--- config.mk ---
export PLATFORM = sky130hd
export DESIGN_NAME = pattern_stamper
export DESIGN_NICKNAME = d
export VERILOG_FILES = /design/src/rtl/pattern_stamper_pkg.sv /design/src/rtl/pattern_stamper_buffer.sv /design/src/rtl/pattern_stamper.sv
export SDC_FILE = /design/constraint.sdc
export NUM_CORES = 1
export LEC_CHECK = 0
export ABC_AREA = 1
export CORE_ASPECT_RATIO = 1.4
export CORE_MARGIN = 2
export CORE_UTILIZATION = 52
export DETAILED_ROUTE_END_ITERATION = 8
export GPL_TIMING_DRIVEN = 1
export PLACE_DENSITY = 0.82
export SLEW_MARGIN = 20
export SYNTH_ARGS = -nofsm -noshare
export SYNTH_HDL_FRONTEND = slang
export SYNTH_SLANG_ARGS = --single-unit
export TNS_END_PERCENT = 50
--- constraint.sdc ---
create_clock -name clk_in -period 3.25 [get_ports clk_in]
set_input_delay 0.4875 -clock clk_in [delete_from_list [all_inputs] [get_ports clk_in]]
set_output_delay 0.4875 -clock clk_in [all_outputs]
set_load 0.02 [all_outputs]
--- src/rtl/pattern_stamper_pkg.sv ---
// pattern_stamper_pkg
//   Shared board/raster constants and types for the pattern stamper slice.
//   Board geometry: BOARD_SIZE x BOARD_SIZE cells, addressed with
//   LOG_BOARD_SIZE bits. Raster counters are HCOUNT_WIDTH/VCOUNT_WIDTH wide.
//   stamper_state_t enumerates the stamper FSM states.
package pattern_stamper_pkg;

    localparam int unsigned BOARD_SIZE     = 64;
    localparam int unsigned LOG_BOARD_SIZE = 6;
    localparam int unsigned HCOUNT_WIDTH   = 11;
    localparam int unsigned VCOUNT_WIDTH   = 10;

    typedef logic [HCOUNT_WIDTH-1:0] hcount_t;
    typedef logic [VCOUNT_WIDTH-1:0] vcount_t;

    // Default pattern edge length in cells (multiple of 8).
    localparam int unsigned PAT_SIZE_DEFAULT = 16;

    typedef enum logic [2:0] {
        IDLE,
        FILL,
        READY,
        ARMED,
        STAMP,
        DONE
    } stamper_state_t;

endpackage

--- src/rtl/pattern_stamper_buffer.sv ---
// pattern_buffer
//   PAT_SIZE x PAT_SIZE single-bit cell store for the stamper.
//   Ports:
//     clk_in, rst_in : clock, synchronous active-high clear of all cells
//     wr_en          : write one byte this cycle
//     wr_addr        : byte index k (row k/BYTES_PER_ROW, column group k%BYTES_PER_ROW)
//     wr_data        : byte value; bit 7 lands in the lowest column of the group
//     rd_row, rd_col : cell coordinate for the combinational read
//     rd_bit         : cell value at (rd_row, rd_col)
module pattern_buffer
    import pattern_stamper_pkg::*;
#(
    parameter int unsigned PAT_SIZE = PAT_SIZE_DEFAULT
) (
    input  logic                                  clk_in,
    input  logic                                  rst_in,
    input  logic                                  wr_en,
    input  logic [$clog2(PAT_SIZE*PAT_SIZE/8)-1:0] wr_addr,
    input  logic [7:0]                            wr_data,
    input  logic [$clog2(PAT_SIZE)-1:0]           rd_row,
    input  logic [$clog2(PAT_SIZE)-1:0]           rd_col,
    output logic                                  rd_bit
);

    localparam int unsigned CELLS = PAT_SIZE * PAT_SIZE;
    localparam int unsigned CW    = $clog2(CELLS);

    // Row-major flat store: cell (r, c) lives at r*PAT_SIZE + c. Because a row
    // holds exactly BYTES_PER_ROW bytes, byte k starts at cell 8*k.
    logic [CELLS-1:0] cells;
    logic [7:0]       wr_bits;
    logic [CW-1:0]    wr_base;
    logic [CW-1:0]    rd_idx;

    always_comb begin
        wr_bits = '0;
        for (int unsigned j = 0; j < 8; j++) begin
            wr_bits[j] = wr_data[7-j];
        end
        wr_base = CW'({wr_addr, 3'b000});
        rd_idx  = CW'(int'(rd_row) * int'(PAT_SIZE) + int'(rd_col));
        rd_bit  = cells[rd_idx];
    end

    always_ff @(posedge clk_in) begin
        if (rst_in) begin
            cells <= '0;
        end else if (wr_en) begin
            cells[wr_base +: 8] <= wr_bits;
        end
    end

endmodule

--- src/rtl/pattern_stamper.sv ---
// pattern_stamper
//   Loads a PAT_SIZE x PAT_SIZE bitmap over a byte valid/ready stream and, on
//   request, writes it into the life board during one full raster frame at a
//   latched origin. Sits directly upstream of life_logic and delays the raster
//   by one cycle so alive_out/wr_en_out line up with hcount_out/vcount_out.
//   Ports:
//     clk_in, rst_in                 : pixel clock, synchronous active-high reset
//     hcount_in/vcount_in, *sync_in,
//     blank_in                       : raster in
//     byte_in, byte_valid_in,
//     byte_ready_out                 : pattern byte stream
//     origin_x_in, origin_y_in       : stamp origin, latched with stamp_in
//     stamp_in                       : stamp request pulse (honoured in READY)
//     hcount_out .. blank_out        : raster delayed one cycle
//     alive_out, wr_en_out           : cell write stream for life_logic
//     busy_out                       : stamp armed or in progress
//     done_out                       : one-cycle pulse when the frame is stamped
//   Build option: STAMPER_CLEAR_ON_STAMP_EN makes the stamp frame write every
//   on-board cell, clearing everything outside the pattern window.
module pattern_stamper
    import pattern_stamper_pkg::*;
#(
    parameter int unsigned PAT_SIZE = PAT_SIZE_DEFAULT
) (
    input  logic                      clk_in,
    input  logic                      rst_in,
    input  logic [HCOUNT_WIDTH-1:0]   hcount_in,
    input  logic [VCOUNT_WIDTH-1:0]   vcount_in,
    input  logic                      hsync_in,
    input  logic                      vsync_in,
    input  logic                      blank_in,
    input  logic [7:0]                byte_in,
    input  logic                      byte_valid_in,
    output logic                      byte_ready_out,
    input  logic [LOG_BOARD_SIZE-1:0] origin_x_in,
    input  logic [LOG_BOARD_SIZE-1:0] origin_y_in,
    input  logic                      stamp_in,
    output logic [HCOUNT_WIDTH-1:0]   hcount_out,
    output logic [VCOUNT_WIDTH-1:0]   vcount_out,
    output logic                      hsync_out,
    output logic                      vsync_out,
    output logic                      blank_out,
    output logic                      alive_out,
    output logic                      wr_en_out,
    output logic                      busy_out,
    output logic                      done_out
);

    localparam int unsigned BYTES_PER_ROW = PAT_SIZE / 8;
    localparam int unsigned NBYTES        = PAT_SIZE * BYTES_PER_ROW;
    localparam int unsigned AW            = $clog2(NBYTES);
    localparam int unsigned CNTW          = $clog2(NBYTES + 1);
    localparam int unsigned IW            = $clog2(PAT_SIZE);
    localparam int unsigned DW            = LOG_BOARD_SIZE + 1;

    stamper_state_t            state, state_next;
    logic [CNTW-1:0]           cnt, cnt_next;
    logic [LOG_BOARD_SIZE-1:0] org_x, org_y;
    logic                      latch_org;
    logic                      accept;
    logic                      buf_we;
    logic [AW-1:0]             buf_addr;

    logic                      frame_start, frame_end;
    logic                      on_board, stamping, in_window;
    logic [DW-1:0]             dx, dy;
    logic                      pat_bit;
    logic                      wr_next, alive_next;

    // ------------------------------------------------------------------
    // Handshake / status
    // ------------------------------------------------------------------
    always_comb begin
        byte_ready_out = !rst_in && (state inside {IDLE, FILL, READY});
        busy_out       = (state == ARMED) || (state == STAMP);
        done_out       = (state == DONE);
        accept         = byte_valid_in && byte_ready_out;
    end

    // ------------------------------------------------------------------
    // FSM
    // ------------------------------------------------------------------
    always_ff @(posedge clk_in) begin
        if (rst_in) begin
            state <= IDLE;
        end else begin
            state <= state_next;
        end
    end

    always_comb begin
        state_next = state;
        cnt_next   = cnt;
        buf_we     = 1'b0;
        buf_addr   = '0;
        latch_org  = 1'b0;
        case (state)
            IDLE: begin
                if (accept) begin
                    buf_we     = 1'b1;
                    cnt_next   = CNTW'(1);
                    state_next = FILL;
                end
            end
            FILL: begin
                if (accept) begin
                    buf_we   = 1'b1;
                    buf_addr = cnt[AW-1:0];
                    cnt_next = cnt + 1'b1;
                    if (cnt == CNTW'(NBYTES - 1)) begin
                        state_next = READY;
                    end
                end
            end
            READY: begin
                // A new byte restarts the load and takes priority over stamp_in.
                if (accept) begin
                    buf_we     = 1'b1;
                    cnt_next   = CNTW'(1);
                    state_next = FILL;
                end else if (stamp_in) begin
                    latch_org  = 1'b1;
                    state_next = ARMED;
                end
            end
            ARMED: begin
                if (frame_start) begin
                    state_next = STAMP;
                end
            end
            STAMP: begin
                if (frame_end) begin
                    state_next = DONE;
                end
            end
            DONE: begin
                state_next = READY;
            end
            default: begin
                state_next = IDLE;
            end
        endcase
    end

    always_ff @(posedge clk_in) begin
        if (rst_in) begin
            cnt   <= '0;
            org_x <= '0;
            org_y <= '0;
        end else begin
            cnt <= cnt_next;
            if (latch_org) begin
                org_x <= origin_x_in;
                org_y <= origin_y_in;
            end
        end
    end

    // ------------------------------------------------------------------
    // Pattern storage
    // ------------------------------------------------------------------
    pattern_buffer #(
        .PAT_SIZE (PAT_SIZE)
    ) u_buffer (
        .clk_in  (clk_in),
        .rst_in  (rst_in),
        .wr_en   (buf_we),
        .wr_addr (buf_addr),
        .wr_data (byte_in),
        .rd_row  (dy[IW-1:0]),
        .rd_col  (dx[IW-1:0]),
        .rd_bit  (pat_bit)
    );

    // ------------------------------------------------------------------
    // Window arithmetic
    // ------------------------------------------------------------------
    always_comb begin
        frame_start = (hcount_in == '0) && (vcount_in == '0);
        frame_end   = (hcount_in == HCOUNT_WIDTH'(BOARD_SIZE)) &&
                      (vcount_in == VCOUNT_WIDTH'(BOARD_SIZE - 1));
        on_board    = (hcount_in < HCOUNT_WIDTH'(BOARD_SIZE)) &&
                      (vcount_in < VCOUNT_WIDTH'(BOARD_SIZE));
        // ARMED already stamps the (0,0) pixel that triggers the move to STAMP.
        stamping    = (state == STAMP) || ((state == ARMED) && frame_start);

        // One extra bit keeps the sign of the offset visible; low bits are
        // only meaningful while on_board holds.
        dx = {1'b0, hcount_in[LOG_BOARD_SIZE-1:0]} - {1'b0, org_x};
        dy = {1'b0, vcount_in[LOG_BOARD_SIZE-1:0]} - {1'b0, org_y};

        in_window = stamping && on_board &&
                    !dx[DW-1] && (dx < DW'(PAT_SIZE)) &&
                    !dy[DW-1] && (dy < DW'(PAT_SIZE));

`ifdef STAMPER_CLEAR_ON_STAMP_EN
        wr_next = stamping && on_board;
`else
        wr_next = in_window;
`endif
        alive_next = in_window && pat_bit;
    end

    // ------------------------------------------------------------------
    // One-stage raster / write pipeline
    // ------------------------------------------------------------------
    always_ff @(posedge clk_in) begin
        if (rst_in) begin
            hcount_out <= '0;
            vcount_out <= '0;
            hsync_out  <= 1'b0;
            vsync_out  <= 1'b0;
            blank_out  <= 1'b0;
            wr_en_out  <= 1'b0;
            alive_out  <= 1'b0;
        end else begin
            hcount_out <= hcount_in;
            vcount_out <= vcount_in;
            hsync_out  <= hsync_in;
            vsync_out  <= vsync_in;
            blank_out  <= blank_in;
            wr_en_out  <= wr_next;
            alive_out  <= alive_next;
        end
    end

endmodule

# Word level (Yosys, flattened, before mapping)
# Index checks and enable logic that the tools add are counted.
# classes
addsub,5
order_cmp,5
n_eq_ne,15
shifts,2
n_mux,21
n_reduce_logical,26
# op_table
cell,n
bitwise mux 256 bit,1
"variable shift 8 x 10 -> 256 bit, first input constant",1
variable part select 8 x 10 -> 256 bit,1
two-way mux 3 bit,7
case mux 3 bit (6 select lines),1
"less-than comparator 7 x 5 -> 1 bit, second input constant",2
subtractor 6 x 6 -> 7 bit,2
logical AND 1 bit,12
two-way mux 6 bit,2
case mux 6 bit (2 select lines),1
"equality test 11 x 7 -> 1 bit, second input constant",1
logical NOT 11 bit,1
"less-than comparator 11 x 7 -> 1 bit, second input constant",1
"equality test 10 x 6 -> 1 bit, second input constant",1
logical NOT 10 bit,1
"less-than comparator 10 x 7 -> 1 bit, second input constant",1
two-way mux 5 bit,2
negator 8 -> 10 bit,1
"less-than comparator 8 x 9 -> 1 bit, second input constant",1
adder 8 x 4 -> 8 bit,1
binary-select mux 1 bit (select 8 bit),1
"!= test 2 bit, second input constant",4
"adder 6 x 1 -> 6 bit, second input constant",1
"equality test 3 x 2 -> 1 bit, second input constant",2
15 further kinds,25
# word_totals
register_bits,303
inputBits,48
wordCells,86

# Logic depth before layout (Yosys ltp)
# depth
ltp_word,10
depth_mapped,20
depth_no_buf,18

# Modules after synthesis
# From an unflattened synthesis, not the netlist that was laid out.
# hier_totals
cells_unflattened,2140
hier_area_um2,14543.9
# by_module_without_submodules
mod,instances,cells_per_inst,area_per_inst_um2,seq_area_each_um2
pattern_buffer,1,1809,12134.1,5124.9
pattern_stamper,1,331,2409.8,940.9

# Least setup slack after synthesis
# OpenSTA, ideal clock, no wires.
# synth_path
path_kind,input to register
start,input port rst_in
end,register u_buffer.cells[200]
setup_time_ps,132
t_arrival_ps,2791
required_ps,3118
slack_ps,327
cell_stages,16
path_buffers,2
path_cell_list,buf_6 clkinv_2 nand3_4 inv_2 nand2_2 nor2_2 nand2_2 buf_6 ha_1 inv_1 nor3_4 inv_1 nor2_2 nand2_1 nand2_1 a21oi_1
# synth_between
elab_chain_cells,8
word_cells_on_any_way,11
classes_between,add/sub (1); shift (2); mux (5); reduce/logical (3)
# synth_lines
element,line,text
"start, declared",pattern_stamper.sv:26,"input logic rst_in,"
logical NOT 1 bit (*),pattern_stamper.sv:74,"byte_ready_out = !rst_in && (state inside {IDLE, FILL, READY});"
logical AND 1 bit (*),pattern_stamper.sv:74,
net byte_ready_out,pattern_stamper.sv:34,"output logic byte_ready_out,"
logical AND 1 bit (*),pattern_stamper.sv:77,accept = byte_valid_in && byte_ready_out;
two-way mux 5 bit,pattern_stamper.sv:106,if (accept) begin
two-way mux 5 bit,pattern_stamper.sv:97,case (state)
negator 8 -> 10 bit,pattern_stamper_buffer.sv:49,cells[wr_base +: 8] <= wr_bits;
variable part select 8 x 10 -> 256 bit / variable shift 8 x 10 -> 256 bit (equally long branches),pattern_stamper_buffer.sv:49,
bitwise mux 256 bit,pattern_stamper_buffer.sv:49,
"end signal, assigned by index",pattern_stamper_buffer.sv:49,
"end, declared",pattern_stamper_buffer.sv:30,logic [CELLS-1:0] cells;
# Mark *: on every way through the listed nets, which the timed path passes. The rest lies on a longest branch.
# A chain may end at the register's enable or synchronous reset.

# Final worst setup path
# layout_path
start,register state[0]
end,register u_buffer.cells[237]
# layout_between
elab_chain_cells,9
word_cells_on_any_way,15
classes_between,add/sub (1); eq/ne (2); shift (2); mux (5); reduce/logical (5)
# layout_lines
element,line,text
"start, declared",pattern_stamper.sv:56,"stamper_state_t state, state_next;"
"start signal, assigned",pattern_stamper.sv:87,state <= state_next;
equality test 3 x 1 -> 1 bit (tied with other cells),"pattern_stamper.sv:74, pattern_stamper.sv:97",
nonzero test 3 bit,pattern_stamper.sv:74,
logical AND 1 bit,pattern_stamper.sv:74,
logical AND 1 bit,pattern_stamper.sv:77,
two-way mux 5 bit,pattern_stamper.sv:106,
two-way mux 5 bit,pattern_stamper.sv:97,
negator 8 -> 10 bit,pattern_stamper_buffer.sv:49,
variable part select 8 x 10 -> 256 bit / variable shift 8 x 10 -> 256 bit (equally long branches),pattern_stamper_buffer.sv:49,
bitwise mux 256 bit,pattern_stamper_buffer.sv:49,
# Parallel ways exist; a longest one is shown, timed or not.

==> qor.yml <==
worstPathArrival_ps: 3360
worstHoldPathType: "input port to register"
finalSetupViolCount: 0
yosys-top-cells-area: "dfxtp_1, nand2_1, nand3_1, nor2_1, a21oi_1"
clk_pin_slew_ps: 70
outcome: "complete, no violations"
power_density_nw_per_um2: 586
cp-end-kind: "register"
cp_data_required_time_ps: 3660
critical_path.startpoint: "state[0]"
setup_tns_ps: 0
numPortBuffers: 76
grt_pass1_vias: 14500
clock_latency_ps: 560
finalClockSkew_ps: 9.14
synth_edf_count: 0
ios: 77
drt_iter0_drc: 1777
fill_cells: 2428
yosys.area_share.xor_xnor: 0.00478
cts_root_buf: "clkbuf_16"
die_y_um: 203
cts_resized: 0
r2r-start: "state[0]"
numPlacedInstances: 2592
rows: 72
grt_pass1_wl_um: 71400
critical_path_depth: 11
numClockSinks: 303
synthMuxAreaShare: 0
areaGrowthSynthToFinish_pct: 16.2
final_cell_mix: "nand2_1, nand3_1, dfxtp_1, nor2_1, a21oi_1"
ys_seq_elements: 303
cp_slowest_cell: "ha_1"
crit_fanout: 10
routed_wl_um: 44200
yosysWarnings: 0
ir_drop_mv: 0.309
path_class: "register to register"
holdBufCountCts: 0
cts_tree: "built"
synth_compound_area_frac: 0.0969
worstPathBufferInverterCount: 2
core_um2: 27700
fmax_mhz: 338
synth_top_area_frac: 0.414
post-route-drc-count: 0
maxCapViolations: 0
fp.dieArea_um2: 29500
start_util: 0.529
min_path_cells: 4
dp_hpwl_um: 27600
synth-seq-area-share: 0.414
grt.overflow.total: 0
nets: 2317
clockBufferDepth: 3
postLayoutCoreUtil: 0.615
die_w_um: 146
slew_viol_final: 0
cp_top_family: "simple AND/OR/NAND/NOR gates"
period_share: 0.910
slew-limit-headroom: 0.280
synth_top_family_by_area: "simple AND/OR/NAND/NOR gates"
routed_via_density: 5.74
fin_crit_ps: 2960
synth_nets: 2287
cts_made_buffers: 29
synthSimpleGateAreaFrac: 0.391
critPathMaxStageDelay_ps: 480
final_hold_viol_count: 0
antenna_cells: 0
antenna_found_initial: 0
synth_fa_ha_area_frac: 0.0147
dr.pass1.iters: 6
crit_top_cell: "nand2_1"
cts_setup_buffers: 0
r2r_end: "u_buffer.cells[237]"
whs_ps: 399
tightest_slew_ps: 1080
gp_congestion: 0.921
cp-endpoint: "u_buffer.cells[237]"
avgSynthCellArea_um2: 6.59
stdcell_count: 2644
layout-drive-gt1-share: 0.0761
rrSetupSlack_ps: 290
async_flop_share: 0
final_common_cell: "nand2_1"
grt_max_degree: 186
netlist_area_um2: 14600
syn_inst: 2223
synthFlopType: "dfxtp_1"
cp-start-kind: "register"
grt_usage: 0.292
postRouteAntennaNets: 0
ys_types: 37
worstRegToRegCells: 11
rsz0062_at_grt: "no"
synth.largest_area_cell: "dfxtp_1"
wl_per_cell_um: 16.7
crit_chain: "nand2_1 > nor2_4 > nand3_1 > ha_1 > inv_1 > nor3_2 > inv_2 > nor2_2 > nand2_1 > nand2_1 > a21oi_1"
vias: 15200
power_leakage_uw: 0.00674
h-tree-depth: 1
## per-layer routing
metal | global-route usage | share of wire | vias up
li1 | - | - | 7240
met1 | 0.335 | 0.37 | 6960
met2 | 0.522 | 0.49 | 789
met3 | 0.0384 | 0.084 | 195
met4 | 0.162 | 0.058 | 0
met5 | 0 | 0 | -
## report_power, final
| group | switching, uW | internal [uW] | total [uW] | leakage, uW |
|---|---|---|---|---|
| Sequential | 46.1 | 3780 | 3830 | 0.00245 |
| Clock | 1490 | 2180 | 3670 | 0.000500 |
| Combinational | 1660 | 811 | 2470 | 0.00379 |
| Total | 3190 | 6780 | 9970 | 0.00674 |
## registers in the layout, summed over array words and instances (netlist names)
name and count:
cnt 6, org_x 6, wr_en_out 1, u_buffer.cells 256, blank_out 1, vsync_out 1
alive_out 1, hsync_out 1, state 3, hcount_out 11, vcount_out 10, org_y 6
## cell type report
| type | instances | area [um^2] | area share |
|---|---|---|---|
| Sequential cell | 303 | 6070 | 0.357 |
| Inverter | 132 | 500 | 0.0294 |
| Timing Repair Buffer | 147 | 1490 | 0.0877 |
| Clock buffer | 36 | 782 | 0.0460 |
| Tap cell | 370 | 463 | 0.0272 |
| Multi-Input combinational cell | 1640 | 7470 | 0.439 |
| Clock inverter | 16 | 243 | 0.0143 |
## stage by stage
step                      worst slack [ps]  cell area, um^2  total power, uW
after floorplan                        327            14600             5420
after global placement                64.5            16000             6280
after detailed placement              75.1            16000             6310
after CTS                              366            17000             9950
after global routing                   153            17000            10300
final                                  294            17000             9970
## worst register-to-register path: cells and delay by family, from the launching register on
family / cells / cell delay [ps]
AND/OR/NAND/NOR: 7 / 1520
adder cells (fa/ha/maj): 1 / 480
flip-flops: 1 / 430
buffers and inverters: 2 / 300
AO/OA/AOI/OAI: 1 / 70
## cell families (layout without fill, tap and decap cells)
kind of cell | Yosys count | count (layout)
adder cells (fa/ha/maj) | 16 | 16
buffers and inverters | 280 | 331
AO/OA/AOI/OAI | 281 | 281
flip-flops | 303 | 303
XOR/XNOR | 8 | 8
AND/OR/NAND/NOR | 1335 | 1335
## worst min-delay path by stage
stage	start	end	slack (ps)
floorplan	org_x[0]	org_x[0]	430
global placement	org_y[3]	org_y[3]	440
detailed placement	u_buffer.cells[93]	u_buffer.cells[93]	450
CTS	rst_in	state[2]	380
global route	rst_in	state[2]	420
finish	rst_in	state[2]	400
## synth_stat cells (2+ instances only)
cell type and n:
nand4_1 44, xnor2_1 3, ha_1 14, clkinv_1 6
buf_4 7, buf_1 19, o21bai_1 2, fa_1 2
nor4_1 2, inv_2 10, nor3_4 2, buf_6 5
nand2_1 660, dfxtp_1 303, buf_2 26, nor2_2 10
o211ai_1 2, nor2_4 4, a21oi_1 180, nand3_1 328
o21ai_1 6, clkbuf_1 91, nand2_2 11, nand3_2 4
xor2_1 5, inv_1 114, o21ai_0 90, nor2_1 255
nor3_1 8, nor3_2 2, nor3b_1 2
Power figures use the tool's default switching activity.
